## config.mk

```make
export PLATFORM = sky130hd
export DESIGN_NAME = tmds_period_sequencer
export DESIGN_NICKNAME = d
export VERILOG_FILES = /design/src/rtl/tmds_pkg.sv /design/src/rtl/tmds_delay_line.sv /design/src/rtl/tmds_period_sequencer.sv
export SDC_FILE = /design/constraint.sdc
export NUM_CORES = 1
export LEC_CHECK = 0
export CORE_AREA = 2 2 127 129
export CTS_CLUSTER_DIAMETER = 100
export DETAILED_ROUTE_END_ITERATION = 7
export DIE_AREA = 0 0 129 131
export GPL_ROUTABILITY_DRIVEN = 1
export GPL_TIMING_DRIVEN = 0
export PLACE_DENSITY = 0.79
export SETUP_SLACK_MARGIN = 0.3
export SYNTH_ARGS = -nofsm -noshare
export SYNTH_HDL_FRONTEND = slang
export SYNTH_HIERARCHICAL = 1
export SYNTH_SLANG_ARGS = --single-unit
```

## constraint.sdc

```tcl
create_clock -name clk_in -period 2.3 [get_ports clk_in]
set_input_delay 0.69 -clock clk_in [delete_from_list [all_inputs] [get_ports clk_in]]
set_output_delay 0.69 -clock clk_in [all_outputs]
set_load 0.05 [all_outputs]
```

## src/rtl/tmds_pkg.sv

```systemverilog
// Shared types and constants for HDMI-style TMDS period sequencing.
// Guard-band words are consumed by the downstream TMDS output mux.
package tmds_pkg;

   typedef enum logic [1:0] {
      CTRL     = 2'd0,
      PREAMBLE = 2'd1,
      GUARD    = 2'd2,
      VIDEO    = 2'd3
   } tmds_period_t;

   localparam logic [1:0] CTL_PREAMBLE_VIDEO = 2'b01;
   localparam logic [1:0] CTL_IDLE           = 2'b00;

   localparam logic [9:0] GB_CH0 = 10'b1011001100;
   localparam logic [9:0] GB_CH1 = 10'b0100110011;
   localparam logic [9:0] GB_CH2 = 10'b1011001100;

   // {de, vsync, hsync, red, green, blue}
   localparam int DL_WIDTH = 27;

   function automatic int max_int(input int a, input int b);
      return (a > b) ? a : b;
   endfunction

endpackage

```

## src/rtl/tmds_delay_line.sv

```systemverilog
// Fixed-depth shift register with asynchronous active-low clear.
// The output is the oldest stage, DEPTH clocks behind d_in.
module tmds_delay_line #(
   parameter int WIDTH = 27,
   parameter int DEPTH = 10
) (
   input  logic             clk_in,
   input  logic             rst_in,
   input  logic [WIDTH-1:0] d_in,
   output logic [WIDTH-1:0] q_out
);

   logic [WIDTH-1:0] stage_q [DEPTH];

   always_ff @(posedge clk_in or negedge rst_in) begin
      if (!rst_in) begin
         for (int i = 0; i < DEPTH; i++) stage_q[i] <= '0;
      end else begin
         stage_q[0] <= d_in;
         for (int i = 1; i < DEPTH; i++) stage_q[i] <= stage_q[i-1];
      end
   end

   assign q_out = stage_q[DEPTH-1];

endmodule

```

## src/rtl/tmds_period_sequencer.sv

```systemverilog
// Control / preamble / guard-band / video period sequencing ahead of the
// three TMDS encoders; pixels and syncs are delayed so the preamble fits in blanking.
module tmds_period_sequencer
   import tmds_pkg::*;
#(
   parameter int PREAMBLE_LEN = 8,
   parameter int GUARD_LEN    = 2
) (
   input  logic         clk_in,
   input  logic         rst_in,
   input  logic         de_in,
   input  logic         hsync_in,
   input  logic         vsync_in,
   input  logic [7:0]   red_in,
   input  logic [7:0]   green_in,
   input  logic [7:0]   blue_in,
   output logic         ve_out,
   output logic [1:0]   ctrl0_out,
   output logic [1:0]   ctrl1_out,
   output logic [1:0]   ctrl2_out,
   output logic [7:0]   blue_out,
   output logic [7:0]   green_out,
   output logic [7:0]   red_out,
   output logic         gb_sel_out,
   output logic         err_out,
   output tmds_period_t dbg_state_out
);

   localparam int D     = PREAMBLE_LEN + GUARD_LEN;
   localparam int CNT_W = $clog2(max_int(PREAMBLE_LEN, GUARD_LEN)) + 1;
   localparam logic [CNT_W-1:0] PRE_LAST = CNT_W'(PREAMBLE_LEN - 1);
   localparam logic [CNT_W-1:0] GRD_LAST = CNT_W'(GUARD_LEN - 1);

   logic [DL_WIDTH-1:0] tap;
   logic                de_d, vs_d, hs_d;
   logic [7:0]          r_d, g_d, b_d;

   tmds_period_t     state_q, state_d;
   logic [CNT_W-1:0] cnt_q, cnt_d;
   logic             err_q, err_d;
   logic             de_prev_q, de_rise;
   logic             gb_q;
   logic [1:0]       ctrl0_q;
   logic [7:0]       red_q, green_q, blue_q;

   tmds_delay_line #(.WIDTH(DL_WIDTH), .DEPTH(D)) u_delay (
      .clk_in (clk_in),
      .rst_in (rst_in),
      .d_in   ({de_in, vsync_in, hsync_in, red_in, green_in, blue_in}),
      .q_out  (tap)
   );

   assign {de_d, vs_d, hs_d, r_d, g_d, b_d} = tap;
   assign de_rise = de_in & ~de_prev_q;

   always_comb begin
      state_d = state_q;
      cnt_d   = cnt_q;
      err_d   = err_q;
      case (state_q)
         CTRL: begin
            // Delayed video with no preamble behind it is blanked, never sequenced.
            if (de_d) begin
               err_d = 1'b1;
            end else if (de_rise) begin
               state_d = PREAMBLE;
               cnt_d   = '0;
            end
         end
         PREAMBLE: begin
            if (de_rise) err_d = 1'b1;
            if (cnt_q == PRE_LAST) begin
               state_d = GUARD;
               cnt_d   = '0;
            end else begin
               cnt_d = cnt_q + CNT_W'(1);
            end
         end
         GUARD: begin
            if (de_rise) err_d = 1'b1;
            if (cnt_q == GRD_LAST) begin
               state_d = de_d ? VIDEO : CTRL;
               cnt_d   = '0;
            end else begin
               cnt_d = cnt_q + CNT_W'(1);
            end
         end
         VIDEO: begin
            if (de_rise) err_d = 1'b1;
            if (!de_d) state_d = CTRL;
         end
         default: state_d = CTRL;
      endcase
   end

   always_ff @(posedge clk_in or negedge rst_in) begin
      if (!rst_in) begin
         state_q   <= CTRL;
         cnt_q     <= '0;
         err_q     <= 1'b0;
         // A line already in progress at reset release must not look like a new rise.
         de_prev_q <= 1'b1;
         gb_q      <= 1'b0;
         ctrl0_q   <= 2'b00;
         red_q     <= 8'h00;
         green_q   <= 8'h00;
         blue_q    <= 8'h00;
      end else begin
         state_q   <= state_d;
         cnt_q     <= cnt_d;
         err_q     <= err_d;
         de_prev_q <= de_in;
         gb_q      <= (state_q == GUARD);
         ctrl0_q   <= {vs_d, hs_d};
         red_q     <= (state_d == VIDEO) ? r_d : 8'h00;
         green_q   <= (state_d == VIDEO) ? g_d : 8'h00;
         blue_q    <= (state_d == VIDEO) ? b_d : 8'h00;
      end
   end

   assign ve_out        = (state_q == VIDEO);
   assign ctrl1_out     = (state_q == PREAMBLE) ? CTL_PREAMBLE_VIDEO : CTL_IDLE;
   assign ctrl2_out     = CTL_IDLE;
   assign ctrl0_out     = ctrl0_q;
   assign red_out       = red_q;
   assign green_out     = green_q;
   assign blue_out      = blue_q;
   assign gb_sel_out    = gb_q;
   assign err_out       = err_q;
   assign dbg_state_out = state_q;

endmodule

```

# Word level (Yosys, flattened, before mapping)
# Cells that the tools add are included.
dict set report word_totals {
  register_bits 305
  input_bits 29
  output_inout_bits 35
  wordCells 56
}
dict set report op_classes {
  addsub 1
  eq_ne 10
  muxes 19
  n_bitwise 2
  n_reduce_logical 5
}
# cell count
set op_table {}
lappend op_table {{$mux W8} 3}
lappend op_table {{$mux W4} 4}
lappend op_table {{$mux W2} 6}
lappend op_table {{$pmux W4 S3} 1}
lappend op_table {{$pmux W2 S4} 1}
lappend op_table {{$eq A2 B2 Y1 const B} 3}
lappend op_table {{$add A4 B1 Y4 const B} 1}
lappend op_table {{$eq A4 B1 Y1 const B} 1}
lappend op_table {{$eq A4 B3 Y1 const B} 1}
lappend op_table {{$ne A2 B1 Y1 const B} 2}
lappend op_table {{$ne A2 B2 Y1 const B} 2}
lappend op_table {{$mux W1} 3}
lappend op_table {{$reduce_and A3 Y1} 1}
lappend op_table {{$reduce_bool A3 Y1} 1}
lappend op_table {{$reduce_or A3 Y1} 1}
lappend op_table {{$eq A2 B1 Y1 const B} 1}
lappend op_table {{$logic_not A2 Y1} 1}
lappend op_table {{$pmux W1 S2} 1}
lappend op_table {{$reduce_and A2 Y1} 1}
lappend op_table {{$and A1 B1 Y1} 1}
lappend op_table {{$not A1 Y1} 1}

# Longest topological paths before layout
# Gate-level depths: netlist of run 1.
dict set report depth {
  depth_word 7
  ltp_mapped 7
  depth_no_buf 6
}

# Modules after synthesis
# Netlist of run 1, hierarchy kept.
# mod instances cells_per_inst area_each_um2 seq_area_each_um2
set by_module_without_submodules {}
lappend by_module_without_submodules {tmds_delay_line 1 297 6959.2 6756.5}
lappend by_module_without_submodules {tmds_period_sequencer 1 143 1555.2 877.1}

# Least setup slack after synthesis of run 1
# OpenSTA, ideal clock, no wires.
dict set report synth_timing {
  kind {register -> register}
  startpoint {reg state_q[1] (netlist: dbg_state_out[1])}
  endpoint {reg green_q[1] (netlist: green_out[1])}
  setup_ns 0.117
  arrival_ns 2.211
  required_time_ns 2.183
  path_slack_ns -0.029
  stages_incl_launch_ff 7
  n_path_buf 1
  period_less_slack_ns 2.329
  path_cell_list {dfrtp_1 inv_1 ha_1 a311o_1 o211ai_2 buf_6 nor3_1}
}
dict set report synth_between {
  elab_chain_cells 5
  elab_cells_between_ends 12
  classes_between {4 x eq/ne; 7 x mux; 1 x reduce/logical}
}
# item line
set synth_rtl {}
lappend synth_rtl {{start: declaration} tmds_period_sequencer.sv:38} ;# tmds_period_t state_q, state_d;
lappend synth_rtl {{start signal: assignment} tmds_period_sequencer.sv:109} ;# state_q <= state_d;
lappend synth_rtl {{$mux W2} tmds_period_sequencer.sv:65} ;# end else if (de_rise) begin
lappend synth_rtl {{$mux W2} tmds_period_sequencer.sv:63} ;# if (de_d) begin
lappend synth_rtl {{$pmux W2 S4 (*)} tmds_period_sequencer.sv:60} ;# case (state_q)
lappend synth_rtl {{$eq A2 B2 Y1 (*)} tmds_period_sequencer.sv:116} ;# green_q <= (state_d == VIDEO) ? g_d : 8'h00;
lappend synth_rtl {{$mux W8 (*)} tmds_period_sequencer.sv:116}
lappend synth_rtl {{end signal: assignment} tmds_period_sequencer.sv:116}
lappend synth_rtl {{end: declaration} tmds_period_sequencer.sv:44} ;# logic [7:0] red_q, green_q, blue_q;
# Every way passes the cells marked *; elsewhere a longest branch is shown, timed or not.
# A chain may end at the register's enable or synchronous reset.

# Final worst setup path of run 1
dict set report layout_timing {
  startpoint {reg state_q[0] (netlist: dbg_state_out[0])}
  endpoint {reg red_q[3] (netlist: red_out[3])}
}
dict set report layout_between {
  elab_chain_cells 5
  elab_cells_between_ends 12
  classes_between {4 x eq/ne; 7 x mux; 1 x reduce/logical}
}
# item line
set layout_rtl {}
lappend layout_rtl {{$mux W2} tmds_period_sequencer.sv:65}
lappend layout_rtl {{$mux W2} tmds_period_sequencer.sv:63}
lappend layout_rtl {{$pmux W2 S4 (*)} tmds_period_sequencer.sv:60}
lappend layout_rtl {{$eq A2 B2 Y1 (*)} tmds_period_sequencer.sv:115} ;# red_q <= (state_d == VIDEO) ? r_d : 8'h00;
lappend layout_rtl {{$mux W8 (*)} tmds_period_sequencer.sv:115}
lappend layout_rtl {{end signal: assignment} tmds_period_sequencer.sv:115}
lappend layout_rtl {{end: declaration} tmds_period_sequencer.sv:44}
# Marked as above.

==> run metrics, run 1 <==
top cell type's share of synthesized area 0.8935; worst reg2reg path depth 7; share of cells above drive strength 1 0.2895; Routed Antenna Nets 0; Starting Density 0.5459; depth of the CTS H-tree 1; Mapped Area 0.008514 sq mm; outcome finished clean; final worst slack 0.2211 ns; Worst Tran Pin Value 0.5694 ns; die area 0.01690 sq mm; per-cell routed wire length 15.94 um; FF-to-FF End red_out[3]; row cnt 46; most common cell in the netlist dfrtp_1; cells after synthesis 440; number of global-route vias before repair 3845; min Tclk post-route 2.079 ns; Yosys reg bits 305; clk buf depth 3; crit-path cells inv_1 -> ha_4 -> nand3b_1 -> o211ai_1 -> o211ai_4 -> buf_6 -> nor3_2; clock sink total 305; Netlist cell types 32; root buffer cell clkbuf_16; DRT Wirelength 12530 um; hold_buf cts 0; ant diodes 0; Synth Flop Type dfrtp_1; first-pass GRT wire length 19670 um; Core Area 0.01560 sq mm; Pwr Density 1027 mW/mm^2; Via density 4.537; largest net degree at the start of global routing 122; Port Buffers 60; Synth Warn # 6; IO Count 64; fin crit share 0.9039; placed inst area 0.009460 sq mm; most area-hungry cell type in the Yosys netlist dfrtp_1; pins over their slew limit 0; Worst path slowest cell dfrtp_2; Hold WS 0.1231 ns; fmax 481.0 MHz; final std cells w/o fill 786; DRC violations left 0; critical path buffer and inverter count 2; Max-Cap Viols 0; CTS tree yes; RSZ-0062 raised after global routing yes; asr flop ratio synth 1.000; pre-CTS WS -0.1115 ns; Peak supply drop 0.0006713 V; Critical Path Source dbg_state_out[0]; Crit Path Max Fanout 10; top cells by count, synth dfrtp_1 (304), buf_4 (30), inv_1 (30), nor3_1 (23), ha_1 (7); Slew headroom 0.6204; R2R setup slack 0.22 ns; Worst EP required 2.73 ns; Layout area overhead 26.07%; Nets 585; DIE HEIGHT 131 um; startpoint class of the critical path register; worst path arrival time 2.51 ns; Detailed Place HPWL 5976 um; Final Hold Vio Count 0; Tot Pwr 0.01103 W; final instance area 0.01073 sq mm; Hold Path Class input pin to asynchronous set/reset pin; # setup viols final 0; grt total ovfl 0; CP peak stage delay 0.46 ns; initial antenna violation count 0; GRT Resource Usage Total 0.1525; CP Capture Type register; Leakage 4.891 nW; CP delay by family, top compound AO/OA/AOI/OAI gates; Worst-path clk slew 0.07 ns; drt pass-1 iters 4; DR vias 3566; kind of critical path register to register; register area share after synthesis 0.8965; chip width 129 um; Setup Skew 0.01375 ns; main area contributors after synthesis dfrtp_1 (89%), buf_4 (2.6%), nor3_1 (1.4%); CTS buffer count 28; Post-synth EDFFs 0; R2R Path Start dbg_state_out[0]; # placed instances 720; GP Congestion 0.7026; syn avg cell area 19.35 sq um; Clk Latency, worst-skew pair 0.52 ns; DRT iter0 DRCs 271
==> metrics by stage <==
stage,utilization,TNS (ns)
final,0.6882,0
after global routing,0.6882,0
after CTS,0.6734,0
after detailed placement,0.6065,-1.312
after global placement,0.6027,-3211.95
after floorplan,-,0
==> timing repair <==
action | 4_1_cts | 5_1_grt
gates resized for setup | 122 | 34
setup buffers | 7 | 6
pin swaps | 4 | 5
endpoints found under the setup margin | 57 | 32
cloned | 1 | 1
==> how the worst max path moves through the flow <==
| stage | slack (ns) | to | cells past startpoint |
|---|---|---|---|
| 2_1_floorplan | 0.32 | green_out[1] | 6 |
| 3_3_place_gp | -11.53 | dbg_state_out[1] | 1 |
| 3_5_place_dp | -0.11 | green_out[4] | 6 |
| 4_1_cts | 0.21 | ctrl1_out[0] | 3 |
| 5_1_grt | 0.16 | red_out[3] | 7 |
| 6_report | 0.22 | red_out[3] | 7 |
==> cell usage in the layout, fill, tap and decap left out, types with 3 or more instances in the layout <==
cell and instances:
clkdlybuf4s15_2 28, clkdlybuf4s50_1 27, clkbuf_8 4, buf_6 9
nor3_2 24, inv_1 27, ha_4 5, buf_8 3
conb_1 3, nand2_1 4, clkbuf_16 30, o21ai_0 4
nor2b_1 3, clkinv_2 6, clkbuf_1 10, dfrtp_1 302
buf_4 39
==> power by group <==
part / internal [W] / switching (W) / leakage, nW
Combinational: 0.000407 / 0.000500 / 0.838
Clock: 0.00256 / 0.00183 / 0.436
Sequential: 0.00563 / 0.000108 / 3.62
Total: 0.00859 / 0.00244 / 4.89
==> metal layers <==
layer / track usage / wire [um] / up-vias
li1: - / - / 1572
met1: 0.1900 / 4852 / 1834
met2: 0.2652 / 6654 / 117
met3: 0.02972 / 589 / 43
met4: 0.06586 / 431 / 0
met5: 0 / 0 / -
==> state kept, by name (all words and copies together) (netlist names) <==
name and cells:
green_out 8, err_out 1, u_delay/q_out 27, red_out 8
cnt_q 4, gb_sel_out 1, ctrl0_out 2, dbg_state_out 2
blue_out 8, u_delay/stage_q 243, de_prev_q 1
==> cell families (layout without fill, tap and decap cells) <==
| logic type | count (synthesis) | in the layout | share of synthesized area |
|---|---|---|---|
| AO/OA/AOI/OAI | 20 | 20 | 0.01808 |
| other | 1 | 3 | 0.0004404 |
| buffers and inverters | 64 | 192 | 0.04497 |
| multiplexers | 1 | 1 | 0.001176 |
| adder cells (fa/ha/maj) | 7 | 7 | 0.01029 |
| flip-flops | 305 | 305 | 0.8965 |
| AND/OR/NAND/NOR | 42 | 42 | 0.02851 |
==> layout make-up <==
class,instances,area [sq um]
Inverter,30,115.1
Sequential cell,305,7636
Timing Repair Buffer,77,840.8
Buffer,34,274.0
Clock inverter,8,67.56
Tap cell,216,270.3
Fill cell,944,4863
Multi-Input combinational cell,73,711.9
Clock buffer,43,818.3
Power figures use the tool's default switching activity.
==> inputs of run 2 (changes only) <==
--- a/config.mk
+++ b/config.mk
@@ -11,7 +11,7 @@
 export DIE_AREA = 0 0 129 131
 export GPL_ROUTABILITY_DRIVEN = 1
 export GPL_TIMING_DRIVEN = 0
-export PLACE_DENSITY = 0.79
+export PLACE_DENSITY = 0.83
 export SETUP_SLACK_MARGIN = 0.3
 export SYNTH_ARGS = -nofsm -noshare
 export SYNTH_HDL_FRONTEND = slang
==> run metrics, run 2 (synthesis results as in run 1) <==
placed inst area 0.009460 sq mm; ant diodes 0; CTS tree yes; Nets 581; IO Count 64; first-pass GRT wire length 19330 um; Clk Latency, worst-skew pair 0.51 ns; share of cells above drive strength 1 0.2819; fin crit share 0.8822; Port Buffers 60; outcome finished clean; # fillers 959; fmax 492.8 MHz; Worst EP required 1.61 ns; initial antenna violation count 0; crit-path cells inv_4 -> ha_4 -> buf_8; CP Capture Type output port; GP Congestion 0.7001; DRC violations left 0; Worst-path clk slew 0.07 ns; Reg with most FFs u_delay/stage_q; die area 0.01690 sq mm; CP peak stage delay 0.46 ns; root buffer cell clkbuf_16; Worst path slowest cell dfrtp_2; number of global-route vias before repair 3896; GRT Resource Usage Total 0.1507; Max-Cap Viols 0; DRT Wirelength 12000 um; row cnt 46; Via density 4.537; Hold Path Class input pin to asynchronous set/reset pin; Peak supply drop 0.0007848 V; CTS buffer count 27; # setup viols final 0; max FFs per register 243; final instance area 0.01073 sq mm; DR vias 3539; grt total ovfl 0; RSZ-0062 raised after global routing yes; Core Area 0.01560 sq mm; Worst Tran Pin Value 0.6723 ns; most frequent cells in the layout dfrtp_1 (302), buf_4 (37), inv_1 (29); worst path arrival time 1.34 ns; Routed Antenna Nets 0; Critical Path Source dbg_state_out[1]; Slew headroom 0.5518; chip width 129 um; pins over their slew limit 0; Hold WS 0.04902 ns; commonest non-fill, non-tap cell in the layout dfrtp_1; startpoint class of the critical path register; clock sink total 305; per-cell routed wire length 15.38 um; min Tclk post-route 2.029 ns; Crit Path Max Fanout 4; largest net degree at the start of global routing 147; DRT iter0 DRCs 218; kind of critical path register to output port; Starting Density 0.5459; Leakage 4.927 nW; Pwr Density 1039 mW/mm^2; Layout area overhead 26.05%; Setup Skew 0.008397 ns; drt pass-1 iters 4; clk buf depth 3; Final Hold Vio Count 0; Detailed Place HPWL 6043 um; depth of the CTS H-tree 1; R2R Path Start dbg_state_out[0]; DIE HEIGHT 131 um
run 2: cell count changes in the layout (fill, tap and decap cells not counted), sizes merged:
cell,delta
bufinv,+3
buf,-2
clkinv,-3
clkinvlp,+2
clkbuf,-6
run 2: timing repair:
| item | in CTS | in global routing |
|---|---|---|
| resized for setup | 125 | 32 |
| endpoints found under the setup margin | 55 | 28 |
| pin swaps | 4 | 3 |
| setup buffers | 9 | 1 |
| hold buffers | 0 | 0 |
| gates cloned | 2 | 0 |
run 2: layer usage:
layer  GRT usage  share of wire  vias to the layer above
li1            -              -                     1562
met1      0.1731           0.38                     1819
met3     0.03217          0.052                       33
met4     0.06266          0.031                        0
met5           0              0                        -
met2      0.2767           0.54                      125
run 2: layout make-up:
type	instances	area [sq um]	area share
inverter	30	115.1	0.01073
buffer	34	270.3	0.02518
multi-input combinational	73	725.7	0.06761
sequential	305	7636	0.7115
clock buffer	38	757.0	0.07053
timing repair buffer	74	800.8	0.07461
tap	216	270.3	0.02518
clock inverter	10	157.7	0.01469
run 2: where the power goes:
group	leakage [nW]	total (W)	switching (W)	internal (W)
logic	0.872	0.000858	0.000505	0.000353
clock network	0.438	0.00456	0.00182	0.00274
registers	3.62	0.00573	0.000106	0.00563
run 2: path summary, 6_finish.rpt:
path | end | slack [ns] | cells after the start
max in group asynchronous | u_delay/stage_q[40] | 0.79 | 3
setup reg to reg | green_out[4] | 0.27 | 8
min in group clk_in | u_delay/stage_q[48] | 0.34 | 0
setup / recovery | ctrl1_out[0] | 0.27 | 3
hold / removal | u_delay/stage_q[266] | 0.05 | 1
hold reg to reg | u_delay/stage_q[48] | 0.34 | 0
run 2: worst max-delay path, delay by kind of cell (launching register included):
family                     cells  cell delay, ns
adders and majority gates      1            0.13
buffers and inverters          2            0.23
DFF                            1            0.46
run 2: through the flow:
step	power (W)	util	setup TNS, ns	instances	setup slack [ns]
floorplan	0.006147	-	0	442	0.3155
finish	0.01115	0.6881	0	780	0.2709
global placement	0.006358	0.6027	-3210.68	718	-11.54
CTS	0.01117	0.6772	0	779	0.2297
global route	0.01158	0.6881	0	780	0.1371
detailed placement	0.006446	0.6065	-0.7752	720	-0.1274
==> inputs of run 3 (changes only) <==
--- a/config.mk
+++ b/config.mk
@@ -5,13 +5,14 @@
 export SDC_FILE = /design/constraint.sdc
 export NUM_CORES = 1
 export LEC_CHECK = 0
-export CORE_AREA = 2 2 127 129
+export CORE_AREA = 2 2 122 124
 export CTS_CLUSTER_DIAMETER = 100
 export DETAILED_ROUTE_END_ITERATION = 7
-export DIE_AREA = 0 0 129 131
+export DIE_AREA = 0 0 124 126
+export DONT_BUFFER_PORTS = 1
 export GPL_ROUTABILITY_DRIVEN = 1
 export GPL_TIMING_DRIVEN = 0
-export PLACE_DENSITY = 0.83
+export PLACE_DENSITY = 0.82
 export SETUP_SLACK_MARGIN = 0.3
 export SYNTH_ARGS = -nofsm -noshare
 export SYNTH_HDL_FRONTEND = slang
==> run metrics, run 3 (synthesis results as in run 1) <==
outcome complete, but fails checks; failing checks hold timing; drt pass-1 iters 4; kind of critical path register to register; Worst Tran Pin Value 0.5325 ns; GRT Resource Usage Total 0.1685; Clk Latency, worst-skew pair 0.52 ns; GP Congestion 0.7361; Worst-path clk slew 0.07 ns; Detailed Place HPWL 5376 um; Cell Int Power 0.008935 W; # fillers 796; fin crit share 0.9879; DRC violations left 0; # setup viols final 0; clock sink total 305; Setup Skew 0.007301 ns; die area 0.01562 sq mm; Leakage 4.800 nW; Starting Density 0.5948; fmax 440.1 MHz; area of the multi-input gates 883.3 sq um; Critical Path Source dbg_state_out[1]; Core Area 0.01431 sq mm; critical path endpoint red_out[1]; worst reg2reg path depth 9; per-cell routed wire length 18.94 um; min Tclk post-route 2.272 ns; R2R Path Start dbg_state_out[1]; number of global-route vias before repair 3812; Sequential Area 0.007642 sq mm; startpoint class of the critical path register; Final Util 0.7211; Worst EP required 2.74 ns; worst path arrival time 2.71 ns; Seq pwr share 0.509; row cnt 44; Switching Power 0.002436 W; clk buf depth 3; initial antenna violation count 0; # placed instances 626; Slew headroom 0.6452; commonest non-fill, non-tap cell in the layout dfrtp_1; DIE HEIGHT 126 um; grt total ovfl 0; Max-Cap Viols 0; depth of the CTS H-tree 1; pins over their slew limit 0; Final Hold Vio Count 304; Peak supply drop 0.0009575 V; Hold WS -0.1373 ns; first-pass GRT wire length 19590 um; Hold Path Class input pin to asynchronous set/reset pin; Clk network pwr share 0.420; Via density 4.858; combinational share of power 0.072; Port Buffers 0; largest net degree at the start of global routing 306; Layout area overhead 21.22%; Nets 525; Setup Total Neg Slack 0 ns; DRT Wirelength 13110 um; chip width 124 um; share of cells above drive strength 1 0.2913; CP Capture Type register; IO Count 64; FF-to-FF End red_out[1]; Crit Path Max Fanout 6; final std cells w/o fill 692; Reg with most FFs u_delay/stage_q; R2R setup slack 0.03 ns; RSZ-0062 raised after global routing yes; switch share 0.2142; root buffer cell clkbuf_16; Tot Pwr 0.01137 W; CTS buffer count 28; CTS tree yes; ant diodes 0; most frequent cells in the layout dfrtp_1 (301), buf_4 (39), clkbuf_16 (29); Pwr Density 1102 mW/mm^2; max FFs per register 243; DRT iter0 DRCs 249; DR vias 3362; Routed Antenna Nets 0
==> run 3: cell types whose count changed in the layout (fill, tap and decap cells not counted), sizes merged, moves of 2 or more <==
cell	change
clkbuf	-2
clkinv	+5
clkdlybuf4s15	-28
clkdlybuf4s50	-27
clkinvlp	-3
buf	-2
==> run 3: per-stage QoR <==
stage,instance area (sq um),setup WS [ns]
floorplan,8529,0.3155
global placement,8760,0.2222
detailed placement,8760,-0.04857
CTS,10050,0.1084
global route,10320,-0.01959
finish,10320,0.02789
==> run 3: area by class of cell <==
| cell class | count | area share |
|---|---|---|
| clock buffer | 36 | 0.07577 |
| buffer | 34 | 0.02740 |
| inverter | 30 | 0.01164 |
| sequential | 305 | 0.7405 |
| multi-input combinational | 73 | 0.08559 |
| clock inverter | 13 | 0.01879 |
| timing repair buffer | 17 | 0.01806 |
| tap | 184 | 0.02231 |
==> run 3: timing repair <==
action,in CTS,in global routing
gates resized for setup,43,51
gates cloned,3,1
pin swaps,1,18
buffers inserted,10,3
setup endpoints to repair,32,32
hold endpoints to repair,304,305
==> run 3: worst max-delay path, stage by stage (launching register included) <==
cell	delay, ns
dfrtp_4	0.59
inv_4	0.08
buf_6	0.13
ha_4	0.17
nand3b_1	0.21
o211ai_1	0.38
o31ai_4	0.18
buf_6	0.18
buf_8	0.13
nor3_2	0.13
==> run 3: layer usage <==
layer | share of wire | vias to the layer above | track usage
met4 | 0.045 | 0 | 0.08592
met5 | 0 | - | 0
met1 | 0.37 | 1756 | 0.2015
met2 | 0.55 | 109 | 0.2877
met3 | 0.042 | 44 | 0.03714
li1 | - | 1453 | -
==> run 3: worst min path at each step <==
stage                     cells after the start              endpoint  slack, ns                  from
after floorplan                               0      u_delay/q_out[0]       0.33   u_delay/stage_q[27]
after global placement                        0  u_delay/stage_q[112]       0.33  u_delay/stage_q[139]
after detailed placement                      0     u_delay/q_out[20]       0.33   u_delay/stage_q[47]
after CTS                                     0  u_delay/stage_q[128]      -0.15                rst_in
after global routing                          0     u_delay/q_out[26]      -0.16                rst_in
final                                         0              cnt_q[3]      -0.14                rst_in
==> run 3: power groups by stage <==
stage / logic [W] / clock network [W] / registers [W]
2_1_floorplan: 0.000333 / 0 / 0.00581
3_3_place_gp: 0.000358 / 0 / 0.00582
3_5_place_dp: 0.000400 / 0 / 0.00585
4_1_cts: 0.000564 / 0.00489 / 0.00578
5_1_grt: 0.000849 / 0.00513 / 0.00581
6_report: 0.000817 / 0.00477 / 0.00578
